<file path="config.mk">
export PLATFORM = sky130hd
export DESIGN_NAME = input_vc_router
export DESIGN_NICKNAME = d
export VERILOG_FILES = /design/src/rtl/input_vc_router.sv
export SDC_FILE = /design/constraint.sdc
export NUM_CORES = 1
export LEC_CHECK = 0
export ABC_CLOCK_PERIOD_IN_PS = 3600
export BUFFER_PORTS_ARGS = -buffer_cell sky130_fd_sc_hd__buf_2
export CORE_UTILIZATION = 50
export CTS_BUF_LIST = sky130_fd_sc_hd__clkbuf_4 sky130_fd_sc_hd__clkbuf_8
export CTS_CLUSTER_SIZE = 28
export DETAILED_ROUTE_END_ITERATION = 8
export PLACE_DENSITY = 0.83
export SETUP_SLACK_MARGIN = 0.4
export SYNTH_ARGS = -nofsm -noshare
export SYNTH_HDL_FRONTEND = slang
export SYNTH_SLANG_ARGS = --single-unit
export TNS_END_PERCENT = 1
</file>
<file path="constraint.sdc">
create_clock -name clk -period 3.6 [get_ports clk]
set_input_delay 0.72 -clock clk [delete_from_list [all_inputs] [get_ports clk]]
set_output_delay 0.72 -clock clk [all_outputs]
set_load 0.01 [all_outputs]
</file>
<file path="src/rtl/input_vc_router.sv">
// -----------------------------------------------------------------------------
// ravenoc_pkg / input_vc_router
//
// Receive side of a RaveNoC router port. Incoming flits are buffered in one
// FIFO per virtual channel. Each VC computes an XY route from the head flit at
// its FIFO head and holds that route until the tail flit leaves. Every VC with
// a route is offered to the matching output slot. Each slot picks one VC by
// fixed priority. U-turn packets and orphan body/tail flits are discarded.
//
// Ports
//   clk          single clock
//   arst         synchronous active-high reset
//   fin_req_i    flit from the link (valid, vc_id, fdata)
//   fin_resp_o   ready back to the link
//   fout_req_o   flits to the four other output modules; slot k is the k-th
//                direction of {L,N,S,W,E}, ascending, skipping IN_DIR
//   fout_resp_i  ready from each output module
//   err_o        high in any cycle in which a flit is discarded
//   pkt_cnt_o    (RAVENOC_IN_STATS_EN only) count of forwarded packets
//
// Optional build macro: RAVENOC_IN_STATS_EN adds the packet counter.
// -----------------------------------------------------------------------------
package ravenoc_pkg;
    localparam int N_VIRT_CHN    = 2;
    localparam int VC_WIDTH      = 1;
    localparam bit H_PRIORITY    = 1'b1;
    localparam int MIN_SIZE_FLIT = 1;
    localparam int FLIT_WIDTH    = 32;
    localparam int X_WIDTH       = 2;
    localparam int Y_WIDTH       = 2;
    localparam int PKT_WIDTH     = 8;

    // Header field positions. The order matches s_flit_head_data_t.
    localparam int TYPE_MSB = FLIT_WIDTH - 1;
    localparam int X_MSB    = FLIT_WIDTH - 3;
    localparam int Y_MSB    = X_MSB - X_WIDTH;
    localparam int SIZE_MSB = Y_MSB - Y_WIDTH;

    typedef enum logic [1:0] {
        HEAD_FLIT = 2'b00,
        BODY_FLIT = 2'b01,
        TAIL_FLIT = 2'b10
    } flit_type_t;

    typedef enum logic [2:0] {
        LOCAL_PORT = 3'd0,
        NORTH_PORT = 3'd1,
        SOUTH_PORT = 3'd2,
        WEST_PORT  = 3'd3,
        EAST_PORT  = 3'd4
    } router_dir_t;

    typedef struct packed {
        flit_type_t                                          flit_type;
        logic [X_WIDTH-1:0]                                  x_dest;
        logic [Y_WIDTH-1:0]                                  y_dest;
        logic [PKT_WIDTH-1:0]                                pkt_size;
        logic [FLIT_WIDTH-3-X_WIDTH-Y_WIDTH-PKT_WIDTH:0]     data;
    } s_flit_head_data_t;

    typedef struct packed {
        flit_type_t              flit_type;
        logic [FLIT_WIDTH-3:0]   data;
    } s_flit_data_t;

    typedef struct packed {
        logic                    valid;
        logic [VC_WIDTH-1:0]     vc_id;
        logic [FLIT_WIDTH-1:0]   fdata;
    } s_flit_req_t;

    typedef struct packed {
        logic ready;
    } s_flit_resp_t;
endpackage

module input_vc_router
    import ravenoc_pkg::*;
#(
    parameter int unsigned        FIFO_DEPTH = 2,
    parameter logic [X_WIDTH-1:0] ROUTER_X   = '0,
    parameter logic [Y_WIDTH-1:0] ROUTER_Y   = '0,
    parameter int unsigned        IN_DIR     = 0
) (
    input  logic               clk,
    input  logic               arst,
    input  s_flit_req_t        fin_req_i,
    output s_flit_resp_t       fin_resp_o,
    output s_flit_req_t  [3:0] fout_req_o,
    input  s_flit_resp_t [3:0] fout_resp_i,
    output logic               err_o
`ifdef RAVENOC_IN_STATS_EN
    ,
    output logic [15:0]        pkt_cnt_o
`endif
);

    localparam int unsigned PTR_W = $clog2(FIFO_DEPTH);
    localparam logic [2:0]  IN_PORT = IN_DIR[2:0];

    typedef enum logic {
        VC_IDLE,
        VC_ACTIVE
    } vc_state_t;

    logic [FLIT_WIDTH-1:0] mem [N_VIRT_CHN][FIFO_DEPTH];
    logic [PTR_W:0]        wr_ptr [N_VIRT_CHN];
    logic [PTR_W:0]        rd_ptr [N_VIRT_CHN];
    logic [N_VIRT_CHN-1:0] empty;
    logic [N_VIRT_CHN-1:0] full;
    logic                  push_en;

    logic [FLIT_WIDTH-1:0] head      [N_VIRT_CHN];
    flit_type_t            ftype     [N_VIRT_CHN];
    logic [1:0]            cur_route [N_VIRT_CHN];
    logic [N_VIRT_CHN-1:0] is_single;
    logic [N_VIRT_CHN-1:0] route_ok;
    logic [N_VIRT_CHN-1:0] discard;
    logic [N_VIRT_CHN-1:0] pop_fwd;
    logic [N_VIRT_CHN-1:0] pop;

    vc_state_t             state_q    [N_VIRT_CHN];
    vc_state_t             state_next [N_VIRT_CHN];
    logic [1:0]            route_q    [N_VIRT_CHN];
    logic [1:0]            route_next [N_VIRT_CHN];
    logic [N_VIRT_CHN-1:0] drop_q;
    logic [N_VIRT_CHN-1:0] drop_next;

    logic [3:0]            win_ok;
    logic [VC_WIDTH-1:0]   win_vc [4];

    function automatic router_dir_t xy_route(input logic [X_WIDTH-1:0] x,
                                             input logic [Y_WIDTH-1:0] y);
        if (x > ROUTER_X)      return EAST_PORT;
        else if (x < ROUTER_X) return WEST_PORT;
        else if (y > ROUTER_Y) return SOUTH_PORT;
        else if (y < ROUTER_Y) return NORTH_PORT;
        else                   return LOCAL_PORT;
    endfunction

    // The own direction is never a slot, so directions above it shift down.
    function automatic logic [1:0] dir_to_slot(input logic [2:0] d);
        if (d < IN_PORT) return d[1:0];
        else             return 2'(d - 3'd1);
    endfunction

    // With H_PRIORITY the scan runs upward, so the highest VC is written last
    // and wins. Otherwise the scan runs downward and the lowest VC wins.
    function automatic int unsigned arb_idx(input int unsigned i);
        if (H_PRIORITY) return i;
        else            return N_VIRT_CHN - 1 - i;
    endfunction

    // ------------------------------------------------------------------ push
    assign fin_resp_o.ready = ~full[fin_req_i.vc_id] & ~arst;
    assign push_en          = fin_req_i.valid & fin_resp_o.ready;

    always_comb begin
        for (int unsigned v = 0; v < N_VIRT_CHN; v++) begin
            empty[v] = (wr_ptr[v] == rd_ptr[v]);
            full[v]  = (wr_ptr[v][PTR_W] != rd_ptr[v][PTR_W]) &&
                       (wr_ptr[v][PTR_W-1:0] == rd_ptr[v][PTR_W-1:0]);
        end
    end

    always_ff @(posedge clk) begin
        if (push_en)
            mem[fin_req_i.vc_id][wr_ptr[fin_req_i.vc_id][PTR_W-1:0]] <= fin_req_i.fdata;
    end

    always_ff @(posedge clk) begin
        if (arst) begin
            for (int unsigned v = 0; v < N_VIRT_CHN; v++) begin
                wr_ptr[v] <= '0;
                rd_ptr[v] <= '0;
            end
        end else begin
            for (int unsigned v = 0; v < N_VIRT_CHN; v++) begin
                if (push_en && fin_req_i.vc_id == VC_WIDTH'(v))
                    wr_ptr[v] <= wr_ptr[v] + {{PTR_W{1'b0}}, 1'b1};
                if (pop[v])
                    rd_ptr[v] <= rd_ptr[v] + {{PTR_W{1'b0}}, 1'b1};
            end
        end
    end

    // ------------------------------------------- per-VC route / discard
    always_comb begin
        route_ok  = '0;
        discard   = '0;
        is_single = '0;
        for (int unsigned v = 0; v < N_VIRT_CHN; v++) begin
            head[v]      = mem[v][rd_ptr[v][PTR_W-1:0]];
            ftype[v]     = flit_type_t'(head[v][TYPE_MSB -: 2]);
            is_single[v] = (head[v][SIZE_MSB -: PKT_WIDTH] == PKT_WIDTH'(MIN_SIZE_FLIT));
            cur_route[v] = route_q[v];
            if (!empty[v]) begin
                if (state_q[v] == VC_ACTIVE) begin
                    if (drop_q[v]) discard[v]  = 1'b1;
                    else           route_ok[v] = 1'b1;
                end else if (ftype[v] == HEAD_FLIT) begin
                    if (xy_route(head[v][X_MSB -: X_WIDTH], head[v][Y_MSB -: Y_WIDTH]) == IN_PORT) begin
                        discard[v] = 1'b1;
                    end else begin
                        route_ok[v]  = 1'b1;
                        cur_route[v] = dir_to_slot(xy_route(head[v][X_MSB -: X_WIDTH],
                                                            head[v][Y_MSB -: Y_WIDTH]));
                    end
                end else begin
                    discard[v] = 1'b1;
                end
            end
        end
    end

    // ------------------------------------------------------- output select
    always_comb begin
        win_ok     = '0;
        fout_req_o = '0;
        pop_fwd    = '0;
        for (int unsigned k = 0; k < 4; k++) begin
            win_vc[k] = '0;
            for (int unsigned i = 0; i < N_VIRT_CHN; i++) begin
                if (route_ok[arb_idx(i)] && cur_route[arb_idx(i)] == 2'(k)) begin
                    win_ok[k] = 1'b1;
                    win_vc[k] = VC_WIDTH'(arb_idx(i));
                end
            end
            if (win_ok[k]) begin
                fout_req_o[k].valid = 1'b1;
                fout_req_o[k].vc_id = win_vc[k];
                fout_req_o[k].fdata = head[win_vc[k]];
                if (fout_resp_i[k].ready)
                    pop_fwd[win_vc[k]] = 1'b1;
            end
        end
    end

    assign pop   = pop_fwd | discard;
    assign err_o = |discard;

    // ------------------------------------------------------------ VC FSMs
    always_comb begin
        for (int unsigned v = 0; v < N_VIRT_CHN; v++) begin
            state_next[v] = state_q[v];
            route_next[v] = route_q[v];
        end
        drop_next = drop_q;
        for (int unsigned v = 0; v < N_VIRT_CHN; v++) begin
            if (pop[v]) begin
                case (state_q[v])
                    VC_IDLE: begin
                        // Only a multi-flit head opens a lock. A discarded head
                        // locks with the drop flag so its body follows it out.
                        if (ftype[v] == HEAD_FLIT && !is_single[v]) begin
                            state_next[v] = VC_ACTIVE;
                            route_next[v] = cur_route[v];
                            drop_next[v]  = discard[v];
                        end
                    end
                    VC_ACTIVE: begin
                        if (ftype[v] == TAIL_FLIT) begin
                            state_next[v] = VC_IDLE;
                            drop_next[v]  = 1'b0;
                        end
                    end
                    default: state_next[v] = VC_IDLE;
                endcase
            end
        end
    end

    always_ff @(posedge clk) begin
        if (arst) begin
            for (int unsigned v = 0; v < N_VIRT_CHN; v++) begin
                state_q[v] <= VC_IDLE;
                route_q[v] <= '0;
            end
            drop_q <= '0;
        end else begin
            for (int unsigned v = 0; v < N_VIRT_CHN; v++) begin
                state_q[v] <= state_next[v];
                route_q[v] <= route_next[v];
            end
            drop_q <= drop_next;
        end
    end

`ifdef RAVENOC_IN_STATS_EN
    logic [15:0] pkt_inc;
    logic [15:0] pkt_cnt;

    always_comb begin
        pkt_inc = '0;
        for (int unsigned v = 0; v < N_VIRT_CHN; v++) begin
            if (pop_fwd[v] &&
                ((state_q[v] == VC_ACTIVE && ftype[v] == TAIL_FLIT) ||
                 (state_q[v] == VC_IDLE && ftype[v] == HEAD_FLIT && is_single[v])))
                pkt_inc = pkt_inc + 16'd1;
        end
    end

    always_ff @(posedge clk) begin
        if (arst) pkt_cnt <= '0;
        else      pkt_cnt <= pkt_cnt + pkt_inc;
    end

    assign pkt_cnt_o = pkt_cnt;
`endif

endmodule

</file>
### Yosys cells after proc, flatten, opt, wreduce, memory -nomap -nowiden

Memories as Yosys holds them, arrays and structs flattened.
Index checks and enable logic that the tools add are counted.

* output and inout bits: 138
* memories: 5
* memory bits (writable): 142
* input port bits: 40
* register bits after elaboration: 2

* add/sub/neg operators: 6
* equal/unequal tests: 20
* reduce and logical (&&, ||, !) cells: 30
* bitwise operators: 26
* muxes and demuxes: 151
* magnitude comparators: 27

Memory list
* mem: depth 2, width 64, rd ports 2, clocked after Yosys merged registers in 0, wr ports 1, RTL line 106 `logic [FLIT_WIDTH-1:0] mem [N_VIRT_CHN][FIFO_DEPTH];`
* rd_ptr: depth 2, width 2, rd ports 2, clocked after Yosys merged registers in 0, wr ports 2, RTL line 108 `logic [PTR_W:0] rd_ptr [N_VIRT_CHN];`
* route_q: depth 2, width 2, rd ports 2, clocked after Yosys merged registers in 0, wr ports 2, RTL line 124 `logic [1:0] route_q [N_VIRT_CHN];`
* wr_ptr: depth 2, width 2, rd ports 3, clocked after Yosys merged registers in 0, wr ports 2, RTL line 107 `logic [PTR_W:0] wr_ptr [N_VIRT_CHN];`
* state_q: depth 2, width 1, rd ports 2, clocked after Yosys merged registers in 0, wr ports 2, RTL line 122 `vc_state_t state_q [N_VIRT_CHN];`

Operators with widths (number)
* $mux W32: 19
* $mux W34: 4
* $mux W1: 68
* $mux W2: 33
* $mux W64: 1
* $mux W3: 17
* $demux W32 S1: 1
* $logic_and A1 B1 Y1: 19
* $eq A8 B1 Y1 const B: 2
* $ge A2 B2 Y1 const B: 7
* $not A1 Y2: 7
* $eq A2 B2 Y1 const B: 6
* $lt A1 B2 Y1 const B: 5
* $lt A2 B1 Y1 const B: 5
* $add A2 B1 Y2 const B: 4
* $gt A2 B1 Y1 const B: 4
* $logic_not A2 Y1: 4
* $or A1 B1 Y1: 8
* $or A2 B2 Y2: 4
* $pmux W1 S2: 4
* $logic_not A3 Y1: 2
* $lt A3 B1 Y1 const B: 2
* $reduce_and A3 Y1: 2
* $not A1 Y1: 5
* other kinds (12): 27

### Longest topological paths before layout

Gate-level depths: netlist (run 1).
An unclocked memory read counts as a cell.

* depth in word-level cells: 47
* depth in mapped cells: 11
* depth with buffers taken out: 9

### Least setup slack after synthesis (run 1)

OpenSTA, ideal clock, no wires.

* path kind: register to register
* start point: memory rd_ptr[0][0] in the netlist's numbering
* end point: memory mem[0][32] in the netlist's numbering, enable pin
* cell stages (with the launch flop): 7
* period minus slack after synthesis: 4.148 ns
* setup slack: -0.548 ns
* arrival time: 3.687 ns
* buffers on the path: 1
* data required time: 3.139 ns
* path through: edfxtp_1 > buf_2 > xnor2_1 > nor3b_1 > a311oi_1 > nand2_1 > nor3_1

RTL lines (RTL line)
* start, declared: 108
* end, declared: 106

==> flow_metrics.tcl, run 1 <==
set metrics [dict create \
    post_synth_main_area_contributors "edfxtp_1 (56%), o22ai_1 (5.7%), mux2_2 (5.1%)" \
    vdd.ir_drop.worst_mv 0.310 \
    io_pins 178 \
    vias 6871 \
    total_count_of_hold_check_failures_in_the_final_report 0 \
    syn_nets 696 \
    fin_skew_ns 0.0165 \
    drt-pass1-iter-count 7 \
    final_min_period_over_clock_period 0.963 \
    synth_sequential_area_ratio 0.581 \
    grt_pass1_wl_um 33000 \
    critical_path_class "reg -> out" \
    finish.net_count 900 \
    worstSkewPairLatency_ns 0.46 \
    report.final.slew_viol_count 0 \
    timing.critical_path.to_type "primary output" \
    grt-ovfl-total 0 \
    detailedRoute.firstIterationViolations 982 \
    grt-busiest-layer "met2" \
    port-buffer-count 177 \
    n_fill_cell 939 \
    h-tree-depth 4 \
    std_cell_rows 43 \
    synth_top_area_cell "edfxtp_1" \
    synthesized_netlist_cell_count 656 \
    layout-drive-gt1-share 0.412 \
    synth-edff-count 136 \
    result_of_the_run "finished, final reports clean" \
    maxcap_violations 0 \
    met2_usage 0.483 \
    register_area_um2 4240 \
    timing.hold.ws_ns 0.476 \
    number_of_register_bits_inferred_by_synthesis 144 \
    grt_setup_unrepaired "true" \
    path_clk_slew_ns 0.09 \
    grt_pass1_vias 6032 \
    routed_wl_per_cell_um 23.6 \
    areaGrowthSynthToFinish_pct 33.1 \
    finalWirelength_um 24800 \
    die_width_um 123 \
    timing.setup.tns_ns 0 \
    netlist_area_um2 7300 \
    yosys_warnings 0 \
    setup-violations-final 0 \
    highest_fanout_seen_on_the_critical_path 7 \
    globalRouteMet1Util 0.386 \
    leakagePower_nw 4.06 \
    floorplan.initialDensity 0.520 \
    yosys.cell_types.count 54 \
    least_margin_pin_slew_ns 0.715 \
    final_critical_path_required_period_ns 3.47 \
    p_per_area_nw_per_um2 692 \
    tritoncts "yes" \
    dieArea_um2 15100 \
    cts_hold_repair.buffers 0 \
    fp.coreArea_um2 14000 \
    place.gp.congestion 0.895 \
    hold_path_class "in -> reg" \
    worst-r2r-cell-count 10 \
    max-clock-path-buffers 2 \
    vias_per_cell 6.52 \
    max_clock_freq_ghz 0.288 \
    relSlewSlack 0.509 \
    worst_hold_path.num_cells 1 \
    asyncSetResetFlopFracSynth 0 \
    syn_area_per_cell_um2 11.1 \
    dieHeight_um 123 \
    fin_util 0.693 \
    globalRouteMet3Util 0.0674 \
    drcViolationCount 0 \
    antenna_violating_nets_post_route 0 \
    predominant_post_synthesis_flop_cell "edfxtp_1" \
    tritoncts_num_sinks 144 \
    crit_path_start_kind "register" \
    synth_top_area_frac 0.559 \
    antenna_found_initial 0 \
    pin_count_of_the_biggest_net_entering_global_routing 57 \
    preCtsSetupSlack_ns 0.253 \
    grt_use_total 0.301 \
    worst_ep_arrival_time_ns 2.75 \
    cts_root_buf "clkbuf_8" \
    crit_path_setup_slack_layout_ns 0.133 \
    hpwl_reported_at_the_end_of_detailed_placement_um 13800 \
    multiInputGateArea_um2 3020 \
    cp_data_required_time_ns 2.88 \
    tritoncts.num_buffers 17 \
]
==> report_power, final <==
group	switching, mW	internal [mW]	leakage, nW
sequential	0.0815	1.96	1.31
combinational	1.98	1.35	2.56
clock	0.656	0.693	0.196
==> registers in the layout (all words and copies together), names as in the netlist <==
register and flops:
wr_ptr 4, drop_q 2, route_q 4, rd_ptr 4
mem 128, state_q 2
==> stage by stage <==
| stage | power (mW) | cell area [µm²] | instances |
|---|---|---|---|
| 4_1_cts | 6.43 | 9480 | 1045 |
| 3_3_place_gp | 4.67 | 8500 | 989 |
| 6_report | 6.73 | 9730 | 1054 |
| 5_1_grt | 6.96 | 9720 | 1053 |
| 3_5_place_dp | 4.69 | 8500 | 989 |
| 2_1_floorplan | 3.77 | 7310 | 656 |
==> worst max-delay path, stage by stage (launching register included) <==
cell and delay, ns:
edfxtp_1 0.47, buf_6 0.16, buf_6 0.12, nor3_4 0.20, nor2_2 0.07, and2_4 0.18
or3_4 0.42, buf_8 0.17, buf_16 0.15, nand3_1 0.12, o21ai_2 0.07, buf_2 0.15
==> cells in the mapped netlist (2+ instances only) <==
| cell | count |
|---|---|
| mux2i_1 | 34 |
| nand2_1 | 43 |
| o22ai_1 | 66 |
| a31oi_1 | 4 |
| o21ai_0 | 73 |
| or2_2 | 4 |
| edfxtp_1 | 136 |
| nor3b_1 | 3 |
| o32ai_1 | 2 |
| a21oi_1 | 8 |
| and3_1 | 3 |
| buf_2 | 4 |
| mux2_2 | 33 |
| nand4_1 | 2 |
| xor2_1 | 2 |
| nand4b_1 | 2 |
| clkbuf_1 | 35 |
| and2_1 | 3 |
| nand3_1 | 68 |
| nor2_1 | 18 |
| nand2b_1 | 8 |
| inv_1 | 40 |
| o31ai_1 | 2 |
| nor3_1 | 7 |
| buf_1 | 8 |
| nor3b_2 | 2 |
| xnor2_1 | 6 |
| o21a_1 | 2 |
| or3_1 | 4 |
| dfxtp_1 | 8 |
| nor2b_1 | 3 |
==> logic make-up after synthesis <==
group | synth area share
simple gates | 0.123
compound gates | 0.141
flops | 0.581
buf+inv | 0.0485
mux | 0.0975
xor+xnor | 0.00959
==> layer usage <==
layer | vias to the layer above | part of all wire
met5 | - | 0
met4 | 0 | 0.047
met2 | 612 | 0.47
li1 | 2892 | -
met3 | 141 | 0.12
met1 | 3226 | 0.36
==> repair_timing <==
action,4_1_cts,5_1_grt
cloned,7,4
setup endpoints to repair,128,134
hold endpoints to repair,0,0
gates resized for setup,90,25
pin swaps,11,7
buffers inserted,17,4
==> cells in the final DEF (no fill, tap or decap), types with 5 or more instances in the layout <==
cell,n
nand3_2,13
edfxtp_1,136
nand2b_1,8
clkbuf_8,17
buf_6,12
xnor2_1,6
o21ai_2,9
inv_1,40
a21oi_1,7
o22ai_2,6
nand2_1,43
o21ai_1,20
nor2_1,15
buf_2,177
buf_16,7
mux2_2,33
buf_12,6
mux2i_1,34
dfxtp_1,8
o21ai_0,42
clkinvlp_4,5
o22ai_1,60
buf_4,26
nand3_1,53
==> layout make-up <==
type                            count  area share
Antenna cell                        1    0.000257
Clock inverter                     15      0.0190
Sequential cell                   144       0.436
Timing Repair Buffer              234       0.171
Tap cell                          180      0.0232
Inverter                           41      0.0158
Multi-Input combinational cell    422       0.311
Clock buffer                       17      0.0241
==> final timing paths <==
| path | from | endpoint | slack (ns) |
|---|---|---|---|
| worst min register to register | drop_q[1] | drop_q[1] | 0.50 |
| worst max register to register | rd_ptr[0][0] | mem[1][58] | 0.64 |
| worst max-delay path | rd_ptr[0][2] | fout_req_o[43] | 0.13 |
| worst min-delay path | fin_req_i[1] | mem[1][1] | 0.48 |
Note: power is estimated with default switching activity, not from simulation.
==> inputs of run 2 (changes only) <==
Settings changed: ABC_CLOCK_PERIOD_IN_PS 3600 to 3700, CORE_UTILIZATION 50 to 56, PLACE_DENSITY 0.83 to 0.88.
Clock period 3.6 ns to 3.7 ns, I/O delays scaled along.
==> flow_metrics.tcl, run 2 (same netlist as run 1, synthesis figures left out) <==
set metrics [dict create \
    worstSkewPairLatency_ns 0.45 \
    io_pins 178 \
    pin_count_of_the_biggest_net_entering_global_routing 59 \
    vdd.ir_drop.worst_mv 0.350 \
    worst-r2r-cell-count 10 \
    fin_skew_ns 0.00919 \
    vias 6521 \
    least_margin_pin_slew_ns 0.632 \
    grt_pass1_wl_um 32300 \
    layout-drive-gt1-share 0.368 \
    routed_wl_per_cell_um 21.9 \
    tritoncts_num_sinks 144 \
    antenna_violating_nets_post_route 0 \
    h-tree-depth 4 \
    timing.critical_path.to_type "primary output" \
    place.gp.congestion 0.922 \
    final_min_period_over_clock_period 0.940 \
    dieHeight_um 116 \
    drt-pass1-iter-count 5 \
    dieArea_um2 13500 \
    crit_path_start_kind "register" \
    antenna-diode-count 0 \
    worst_ep_arrival_time_ns 2.74 \
    p_per_area_nw_per_um2 658 \
    finish.net_count 888 \
    areaGrowthSynthToFinish_pct 26.1 \
    critical_path_class "reg -> out" \
    max_clock_freq_ghz 0.287 \
    relSlewSlack 0.566 \
    final_critical_path_required_period_ns 3.48 \
    hold_path_class "in -> reg" \
    die_width_um 116 \
    port-buffer-count 177 \
    grt_pass1_vias 6004 \
    vias_per_cell 6.31 \
    finalWirelength_um 22600 \
    result_of_the_run "finished, final reports clean" \
    fp.coreArea_um2 12700 \
    timing.setup.tns_ns 0 \
    largest_reg_flops 128 \
    floorplan.initialDensity 0.576 \
    highest_fanout_seen_on_the_critical_path 8 \
    n_fill_cell 892 \
    antenna_found_initial 0 \
    max-clock-path-buffers 2 \
    detailedRoute.firstIterationViolations 669 \
    leakagePower_nw 3.85 \
    dpl-instance-area_um2 8490 \
    total_count_of_hold_check_failures_in_the_final_report 0 \
    worst_hold_path.num_cells 1 \
    layout.cell_area.non_filler_um2 9210 \
    tritoncts "yes" \
    drcViolationCount 0 \
    grt-ovfl-total 0 \
    hpwl_reported_at_the_end_of_detailed_placement_um 13900 \
    most-common-layout-cells "buf_2 (177), edfxtp_1 (136), o21ai_0 (69), nand3_1 (68), o22ai_1 (58)" \
    path_clk_slew_ns 0.08 \
    cts_hold_repair.buffers 0 \
    cp_data_required_time_ns 2.96 \
    report.final.slew_viol_count 0 \
    maxcap_violations 0 \
    cts_root_buf "clkbuf_8" \
    tritoncts.num_buffers 17 \
    grt_use_total 0.329 \
    layout_commonest_cell "buf_2" \
    setup-violations-final 0 \
    std_cell_rows 41 \
    grt_setup_unrepaired "true" \
]
==> run 2: changes by cell type in the layout (fill, tap and decap cells not counted), moves of 7 or more <==
cell and change:
o21ai_1 -16, nand3_2 -13, o21ai_2 -9, nand3_1 +15
o21ai_0 +27, buf_16 -7
==> run 2: repair_timing <==
item / 4_1_cts / 5_1_grt
buffers inserted: 13 / 1
endpoints found under the setup margin: 127 / 123
gates cloned: 1 / 3
gates resized for setup: 13 / 18
pin swaps: 3 / 3
==> run 2: routing by layer <==
layer / wire length [µm] / GRT usage / vias up
met4: 900 / 0.147 / 0
met3: 2770 / 0.0851 / 93
met5: 0 / 0 / -
li1: - / - / 2857
met2: 10300 / 0.530 / 498
met1: 8600 / 0.422 / 3073
==> run 2: path summary, 6_finish.rpt <==
path / start / to / slack, ns
max: rd_ptr[0][0] / fout_req_o[8] / 0.22
min: fin_req_i[1] / mem[1][33] / 0.50
max reg2reg: rd_ptr[0][0] / rd_ptr[0][0] / 0.74
min reg2reg: drop_q[1] / drop_q[1] / 0.51
==> run 2: power by group <==
group | internal, mW | switching (mW) | total (mW)
Clock | 0.538 | 0.624 | 1.16
Sequential | 1.91 | 0.0797 | 1.99
Combinational | 1.15 | 1.76 | 2.91
Total | 3.60 | 2.46 | 6.06
==> run 2: critical path, cell delays in order (launching register included) <==
cell       delay [ns]
edfxtp_1         0.51
nor3b_4          0.27
o21bai_1         0.12
buf_4            0.17
o21a_1           0.22
or3_4            0.47
clkbuf_16        0.22
o22ai_1          0.15
buf_2            0.16
==> run 2: area by class of cell <==
cell class / count / area, µm² / area share
repair buffers: 221 / 1360 / 0.148
multi-input cells: 423 / 2870 / 0.311
inverters: 41 / 154 / 0.0167
clock inverters: 15 / 134 / 0.0145
clock buffers: 17 / 234 / 0.0254
flip-flops and latches: 144 / 4240 / 0.461
well taps: 172 / 215 / 0.0234
==> run 2: through the flow <==
step	instances	hold slack (ns)	util	power, mW	setup WS, ns
after floorplan	656	0.458	-	3.67	0.285
after global placement	983	0.468	0.670	4.51	0.477
after detailed placement	983	0.507	0.670	4.56	0.399
after CTS	1029	0.482	0.714	5.87	0.312
after global routing	1033	0.475	0.727	6.33	0.179
final	1033	0.502	0.727	6.06	0.221
